===== src/rtl/data_mem_responder_pkg.sv =====
// Shared definitions for the CPU data-memory path: responder FSM encoding and
// the address fault conditions.
package data_mem_responder_pkg;

  typedef enum logic [1:0] {
    IDLE = 2'd0,
    WAIT = 2'd1,
    RESP = 2'd2
  } resp_state_e;

  localparam logic [1:0] WORD_ALIGNED = 2'b00;
  localparam int         WORD_LSB     = 2;

  // Misaligned byte offset or word index outside the populated array.
  function automatic logic is_fault(input logic [31:0] addr, input logic [31:0] depth_words);
    logic misaligned;
    logic out_of_range;
    misaligned   = (addr[1:0] != WORD_ALIGNED);
    out_of_range = ({2'b00, addr[31:WORD_LSB]} >= depth_words);
    return misaligned || out_of_range;
  endfunction

endpackage


===== src/rtl/data_mem_responder_mem_word_array.sv =====
// 32-bit word storage: synchronous write, asynchronous read, no reset on contents.
module mem_word_array #(
  parameter int DEPTH_WORDS = 64,
  parameter int IDX_W       = $clog2(DEPTH_WORDS)
) (
  input  logic             clk,
  input  logic             we,
  input  logic [IDX_W-1:0] wr_idx,
  input  logic [31:0]      wr_data,
  input  logic [IDX_W-1:0] rd_idx,
  output logic [31:0]      rd_data
);

  logic [31:0] mem [DEPTH_WORDS];

  always_ff @(posedge clk) begin
    if (we) mem[wr_idx] <= wr_data;
  end

  assign rd_data = mem[rd_idx];

endmodule


===== src/rtl/data_mem_responder.sv =====
// Single-outstanding data-memory responder with programmable wait states and
// alignment/range fault reporting.
//
// state | meaning
// IDLE  | waiting for Req; latches the request on acceptance
// WAIT  | counting wait-state cycles, Req ignored
// RESP  | response edge: memory write, Ready/Err/DataOut registered, back to IDLE
module data_mem_responder #(
  parameter int DEPTH_WORDS = 64,
  parameter int WAIT_CYCLES = 2
) (
  input  logic        Clk,
  input  logic        Clr,
  input  logic        Req,
  input  logic        WE,
  input  logic [31:0] Address,
  input  logic [31:0] DataIn,
  output logic        Busy,
  output logic        Ready,
  output logic [31:0] DataOut,
  output logic        Err
);

  import data_mem_responder_pkg::*;

  localparam int         IDX_W    = $clog2(DEPTH_WORDS);
  localparam logic [3:0] CNT_LOAD = (WAIT_CYCLES > 0) ? 4'(WAIT_CYCLES - 1) : 4'd0;

  resp_state_e state;
  logic [3:0]  cnt;
  logic        we_q;
  logic [31:0] addr_q;
  logic [31:0] data_q;
  logic        fault;
  logic        mem_we;
  logic [31:0] rd_data;

  assign fault  = is_fault(addr_q, 32'(DEPTH_WORDS));
  // Clr gates the write so an abort on the response edge leaves memory untouched.
  assign mem_we = (state == RESP) && we_q && !fault && !Clr;

  mem_word_array #(
    .DEPTH_WORDS(DEPTH_WORDS),
    .IDX_W      (IDX_W)
  ) u_array (
    .clk    (Clk),
    .we     (mem_we),
    .wr_idx (addr_q[IDX_W+1:2]),
    .wr_data(data_q),
    .rd_idx (addr_q[IDX_W+1:2]),
    .rd_data(rd_data)
  );

  always_ff @(posedge Clk) begin
    if (Clr) begin
      state   <= IDLE;
      cnt     <= 4'd0;
      we_q    <= 1'b0;
      addr_q  <= 32'd0;
      data_q  <= 32'd0;
      Busy    <= 1'b0;
      Ready   <= 1'b0;
      Err     <= 1'b0;
      DataOut <= 32'd0;
    end else begin
      Ready   <= 1'b0;
      Err     <= 1'b0;
      DataOut <= 32'd0;
      case (state)
        IDLE: begin
          Busy <= Req;
          if (Req) begin
            we_q   <= WE;
            addr_q <= Address;
            data_q <= DataIn;
            if (WAIT_CYCLES > 0) begin
              state <= WAIT;
              cnt   <= CNT_LOAD;
            end else begin
              state <= RESP;
            end
          end
        end
        WAIT: begin
          if (cnt == 4'd0) state <= RESP;
          else             cnt   <= cnt - 4'd1;
        end
        RESP: begin
          Ready   <= 1'b1;
          Err     <= fault;
          DataOut <= (fault || we_q) ? 32'd0 : rd_data;
          state   <= IDLE;
        end
        default: state <= IDLE;
      endcase
    end
  end

endmodule


===== config.mk =====
export PLATFORM = sky130hd
export DESIGN_NAME = data_mem_responder
export DESIGN_NICKNAME = d
export VERILOG_FILES = /design/src/rtl/data_mem_responder_pkg.sv /design/src/rtl/data_mem_responder_mem_word_array.sv /design/src/rtl/data_mem_responder.sv
export SDC_FILE = /design/constraint.sdc
export NUM_CORES = 2
export LEC_CHECK = 0
export ABC_AREA = 1
export BUFFER_PORTS_ARGS = -buffer_cell sky130_fd_sc_hd__buf_2
export CELL_PAD_IN_SITES_DETAIL_PLACEMENT = 1
export CELL_PAD_IN_SITES_GLOBAL_PLACEMENT = 1
export CORE_MARGIN = 2
export CORE_UTILIZATION = 50
export CTS_BUF_LIST = sky130_fd_sc_hd__clkbuf_4 sky130_fd_sc_hd__clkbuf_8
export DETAILED_ROUTE_END_ITERATION = 12
export GPL_ROUTABILITY_DRIVEN = 0
export PLACE_DENSITY_LB_ADDON = 0.1
export SLEW_MARGIN = 20
export SYNTH_ARGS = -nofsm -noshare
export SYNTH_HDL_FRONTEND = slang
export SYNTH_HIERARCHICAL = 1
export SYNTH_SLANG_ARGS = --single-unit

===== constraint.sdc =====
create_clock -name Clk -period 5.6 [get_ports Clk]
set_input_delay 0.56 -clock Clk [delete_from_list [all_inputs] [get_ports Clk]]
set_output_delay 0.56 -clock Clk [all_outputs]
set_load 0.005 [all_outputs]

# Yosys cells after proc, flatten, opt, wreduce, memory -nomap -nowiden
# Memory sizes are Yosys's and may differ from the RTL's. A register that Yosys moved wholly into a read port is not among the register bits.
# Index checks and enable logic that the tools add are counted.
# word_totals
n_memories	1
rom_bits	0
out_inout_bits	35
regBits	74
in_bits	68
latchBits	0
ram_bits	2048
wordCells	42
# memory_table
memory	depth	word_bits	rd	rd_clocked_by_memory_dff	wr	line	rtl
u_array.mem	64	32	1	1	1	data_mem_responder_mem_word_array.sv:14	logic [31:0] mem [DEPTH_WORDS];
# op_classes
eq_ne	5
add_sub_neg	1
n_bitwise	1
n_reduce_logical	16
n_lt_le_gt_ge	1
div	0
n_shift	0
n_mul	0
n_mux	9
# op_table
cell	count
$ge A30 B7 Y1 const B	1
$mux W4	2
$pmux W4 S2	1
$ne A2 B2 Y1 const B	3
$logic_not A4 Y1	1
$mux W2	2
$pmux W2 S2	1
$reduce_and A2 Y1	2
$reduce_bool A2 Y1	2
$sub A4 B1 Y4 const B	1
$logic_and A1 B1 Y1	3
$mux W1	3
$reduce_and A3 Y1	1
$reduce_or A3 Y1	1
$eq A2 B1 Y1 const B	1
$eq A2 B2 Y1 const B	1
$logic_not A1 Y1	2
$logic_not A2 Y1	1
$logic_or A1 B1 Y1	2
$reduce_or A2 Y1	1
$not A1 Y1	1

# Logic depth before layout (Yosys ltp)
# depth
depth_word	7
depth_mapped	15
ltp_nobuf	11

# By module
# Netlist, hierarchy kept.
# by_module_without_submodules
module	area_each_um2	seq_area_each_um2	cells_per_inst	instances
mem_word_array	82097.5	61499.0	6737	1
data_mem_responder	3724.8	2122.0	452	1

# Least setup slack after synthesis
# No wires, ideal clock.
# synth_timing
path_kind	in2reg
startpoint	input Clr
endpoint	memory u_array.mem[48][0] (enable)
path_stages	8
slack_ps	551
arrival_ps	4547
setup_ps	502
required_time_ps	5098
path_buffers	1
cell_sequence	inv_2 > nand3_1 > inv_1 > nand2_1 > nor2_1 > clkbuf_1 > nand4_1 > nor4_1
# synth_via
elab_chain_len	4
# synth_lines
item	line	rtl
start, declared	data_mem_responder.sv:13	input logic Clr,
$logic_not A1 Y1	data_mem_responder.sv:40	assign mem_we = (state == RESP) && we_q && !fault && !Clr;
$logic_and A1 B1 Y1	data_mem_responder.sv:40	
via mem_we	data_mem_responder.sv:35	logic mem_we;
$mux W1	data_mem_responder_mem_word_array.sv:17	if (we) mem[wr_idx] <= wr_data;
$mux W1 (implied by the code)	data_mem_responder_mem_word_array.sv:17	
end, declared	data_mem_responder_mem_word_array.sv:14	
# The timed path passes the listed nets, and every way through them passes these cells.

# Worst setup path in the final report
# layout_timing
startpoint	register addr_q[13]
endpoint	memory u_array.mem[13][0] (enable)
# layout_via
elab_chain_len	7
# layout_lines
item	line	rtl
start, declared	data_mem_responder.sv:32	logic [31:0] addr_q;
start signal, assigned	data_mem_responder.sv:74	addr_q <= Address;
$ge A30 B7 Y1	data_mem_responder_pkg.sv:19	out_of_range = ({2'b00, addr[31:WORD_LSB]} >= depth_words);
$logic_or A1 B1 Y1	data_mem_responder_pkg.sv:20	return misaligned || out_of_range;
$logic_not A1 Y1	data_mem_responder.sv:40	
$logic_and A1 B1 Y1 (2 in a row)	data_mem_responder.sv:40	
via mem_we	data_mem_responder.sv:35	
$mux W1	data_mem_responder_mem_word_array.sv:17	
$mux W1 (implied by the code)	data_mem_responder_mem_word_array.sv:17	
# The timed path passes the listed nets, and every way through them passes these cells.

==> flow_metrics.tcl <==
set metrics [dict create \
    place_area_um2 88820 \
    design_area_um2 96540 \
    cts.sinks 2154 \
    synth-seq-area-share_pct 74.13 \
    pin_count 103 \
    min_from "DataIn[6]" \
    synth-compound-area-share_pct 0.4724 \
    fmax_ghz 0.2292 \
    vias 59330 \
    power_mw 35.77 \
    yosys.area.top_type_share_pct 71.66 \
    arrival_ns 5.06 \
    clockBufferDepth 4 \
    critPathMaxStageDelay_ns 1.11 \
    synth_xor_area_share_pct 0 \
    reg2regPathDepth 11 \
    synth-main-ff-cell "edfxtp_1" \
    critPathMostFrequentCell "nand2_1" \
    synthTopCellsByArea "edfxtp_1 72%, nand3_1 11%, nand2_1 9.9%, dfxtp_1 2.5%, buf_2 1.7%" \
    pwr-share-clk_pct 38.7 \
    num_rows 152 \
    critPathBufInv 3 \
    port-buffer-count 102 \
    area_delta_synth_final_pct 12.49 \
    fin_crit_sh_pct 77.91 \
    hp-class "primary input to flip-flop" \
    setup_ws_ns 1.237 \
    rsz0062_at_grt "false" \
    critical_path_class "flip-flop to flip-flop" \
    insertion_delay_ns 1.07 \
    tns_ns 0 \
    crit_required_ns 6.30 \
    dieWidth_um 418.3 \
    wire_per_inst_um 27.29 \
    finalSetupViolations 0 \
    die_h_um 418.3 \
    critPathMaxFanout 19 \
    final_nets 7489 \
    yosysUniqueCellTypes 27 \
    antenna_found_initial 5 \
    viasPerCell 5.974 \
    tritoncts "done" \
    start_util_pct 50.14 \
    slowest_stage "nor2_4" \
    drc 0 \
    final_max_slew_viol_count 0 \
    drive_gt1_share_pct 13.01 \
    finalHoldViolations 0 \
    p_sw_mw 9.373 \
    synth_top_family_by_area "simple AND/OR/NAND/NOR gates" \
    p_int_mw 26.40 \
    period_needed_ns 4.363 \
    max-vdd-ir-drop_v 0.0003153 \
    synthCells 7189 \
    placed_cells 9217 \
    ant_nets 0 \
    htreeDepth 5 \
    critPathCaptureType "flip-flop" \
    instances_no_fill 9931 \
    holdWs_ns 0.3111 \
    synth_mux_area_share_pct 0 \
    numCtsBuffers 367 \
    cap_violations 0 \
    yosysTopAreaCell "edfxtp_1" \
    syn-num-nets 7259 \
    fill_cells 17390 \
    drt_iter0_markers 6136 \
    hold_end "data_q[6]" \
    gr-total-overflow 0 \
    r2r-end "u_array/mem[13][0]" \
    synth_commonest_cells "2260 x nand2_1, 2048 x edfxtp_1, 1914 x nand3_1" \
    postCtsSetupBuffers 0 \
    seqPwrFrac_pct 50.6 \
    design.core.area_um2 171200 \
    tightestPinTransition_ns 1.236 \
    cp-start-kind "flip-flop" \
    rrSetupSlack_ns 1.24 \
    die-area_um2 175000 \
    cp-startpoint "addr_q[13]" \
    async_flop_share_pct 0 \
    p_sw_share_pct 26.20 \
    synth_seq_cells 2154 \
    synth-simple-area-share_pct 22.29 \
    dpl.hpwl_um 142500 \
    wl_um 271000 \
    power.leakage_nw 34.77 \
    p_comb_share_pct 10.7 \
    path_cells "inv_1, nand2_1, nor2_1, nand2_1, nor2_2, nand2_1, nor2_1, buf_4, nand4_1, nor2_4, buf_4" \
    grt_max_degree 212 \
    grt.total_usage_pct 30.90 \
    yosysMostFrequentCell "nand2_1" \
    synth_edf_count 2048 \
    r2r_start "addr_q[13]" \
    finalCoreUtilization_pct 56.40 \
    drt_pre_antenna_iters 5 \
    critical-path-top-delay-family "simple AND/OR/NAND/NOR gates" \
    synth_area_per_cell_um2 11.94 \
    worst-path-stages 11 \
    grt_pass1_wl_um 400500 \
    clk_pin_slew_worst_paths_ns 0.06 \
    cts-root-buf "clkbuf_8" \
    grt_pass1_vias 61520 \
    p_per_area_nw_per_um2 370.5 \
    synth_fa_ha_area_share_pct 0.02916 \
    dp_slack_ns 1.127 \
    synth_area_um2 85820 \
    relSlewSlack_pct 17.60 \
    status "complete, no violations" \
    hold-path-cell-count 4 \
    ys_warn_count 6 \
    finalClockSkew_ns 0.07019 \
]
==> power by group through the flow <==
stage          clock network [mW]  registers (mW)  logic (mW)
6_report                     13.8            18.1        3.84
5_1_grt                      14.8            18.1        4.16
4_1_cts                      14.1            18.1        3.81
3_5_place_dp                    0            18.4        3.75
3_3_place_gp                    0            18.4        3.65
2_1_floorplan                   0            18.5        2.17
==> sequential cells by signal, indices dropped and copies added, names as in the netlist <==
| register | count |
|---|---|
| u_array/mem | 2048 |
| DataOut | 32 |
| addr_q | 32 |
| data_q | 32 |
| cnt | 4 |
| state | 2 |
| Busy | 1 |
| Err | 1 |
| Ready | 1 |
| we_q | 1 |
==> worst max path at each step <==
stage                               to  slack [ns]
global placement    u_array/mem[13][3]        1.20
global route        u_array/mem[13][0]        1.03
finish              u_array/mem[13][0]        1.24
CTS                 u_array/mem[13][0]        1.23
detailed placement  u_array/mem[13][1]        1.13
floorplan           u_array/mem[48][0]        0.55
==> worst register-to-register path, cell delays in order (launching register included) <==
cell,delay (ns)
dfxtp_1,0.30
inv_1,0.07
nand2_1,0.05
nor2_1,0.13
nand2_1,0.09
nor2_2,0.16
nand2_1,0.07
nor2_1,0.49
buf_4,0.28
nand4_1,0.79
nor2_4,1.12
buf_4,0.46
==> layer usage <==
metal,routed length [µm],vias up,share of wire (%),track usage [%]
li1,-,25940,-,-
met1,113400,30590,42,42.68
met2,130600,2352,48,50.22
met3,19510,450,7.2,5.099
met4,7539,0,2.8,9.955
met5,0,-,0,0
==> cell type report <==
| class | instances | area (µm²) | area share [%] |
|---|---|---|---|
| sequential | 2154 | 63690 | 65.97 |
| antenna | 6 | 15.01 | 0.01555 |
| clock buffer | 563 | 6691 | 6.931 |
| timing repair buffer | 334 | 2708 | 2.805 |
| inverter | 59 | 259.0 | 0.2683 |
| tap | 2233 | 2794 | 2.894 |
| clock inverter | 79 | 347.8 | 0.3603 |
| multi-input combinational | 4503 | 20030 | 20.75 |
==> cells by family (layout without fill, tap and decap cells) <==
logic type               count (synthesis)  after routing
flip-flops                            2154           2154
AO/OA/AOI/OAI                           81             81
AND/OR/NAND/NOR                       4420           4420
other                                    0              6
adder cells (fa/ha/maj)                  2              2
buffers and inverters                  532           1035
==> layout by cell type, fill, tap and decap left out, types with 9 or more instances in the layout <==
cell and count:
edfxtp_1 2048, o21ai_0 66, nor2_1 136, dlygate4sd3_1 66, inv_1 52, clkbuf_4 169, buf_12 20, nand2_1 2260
buf_4 144, dfxtp_2 30, a21oi_1 14, nor2_4 58, buf_2 102, clkinv_2 20, clkbuf_8 394, dfxtp_1 68
nand3_1 1914, clkinv_1 53, nand4_1 9, nor2_2 30
==> timing repair <==
| item | in CTS | in global routing |
|---|---|---|
| hold buffers | 66 | 0 |
| hold endpoints to repair | 73 | 0 |
| resized for setup | 0 | 0 |
Note: power is estimated with default switching activity, not from simulation.
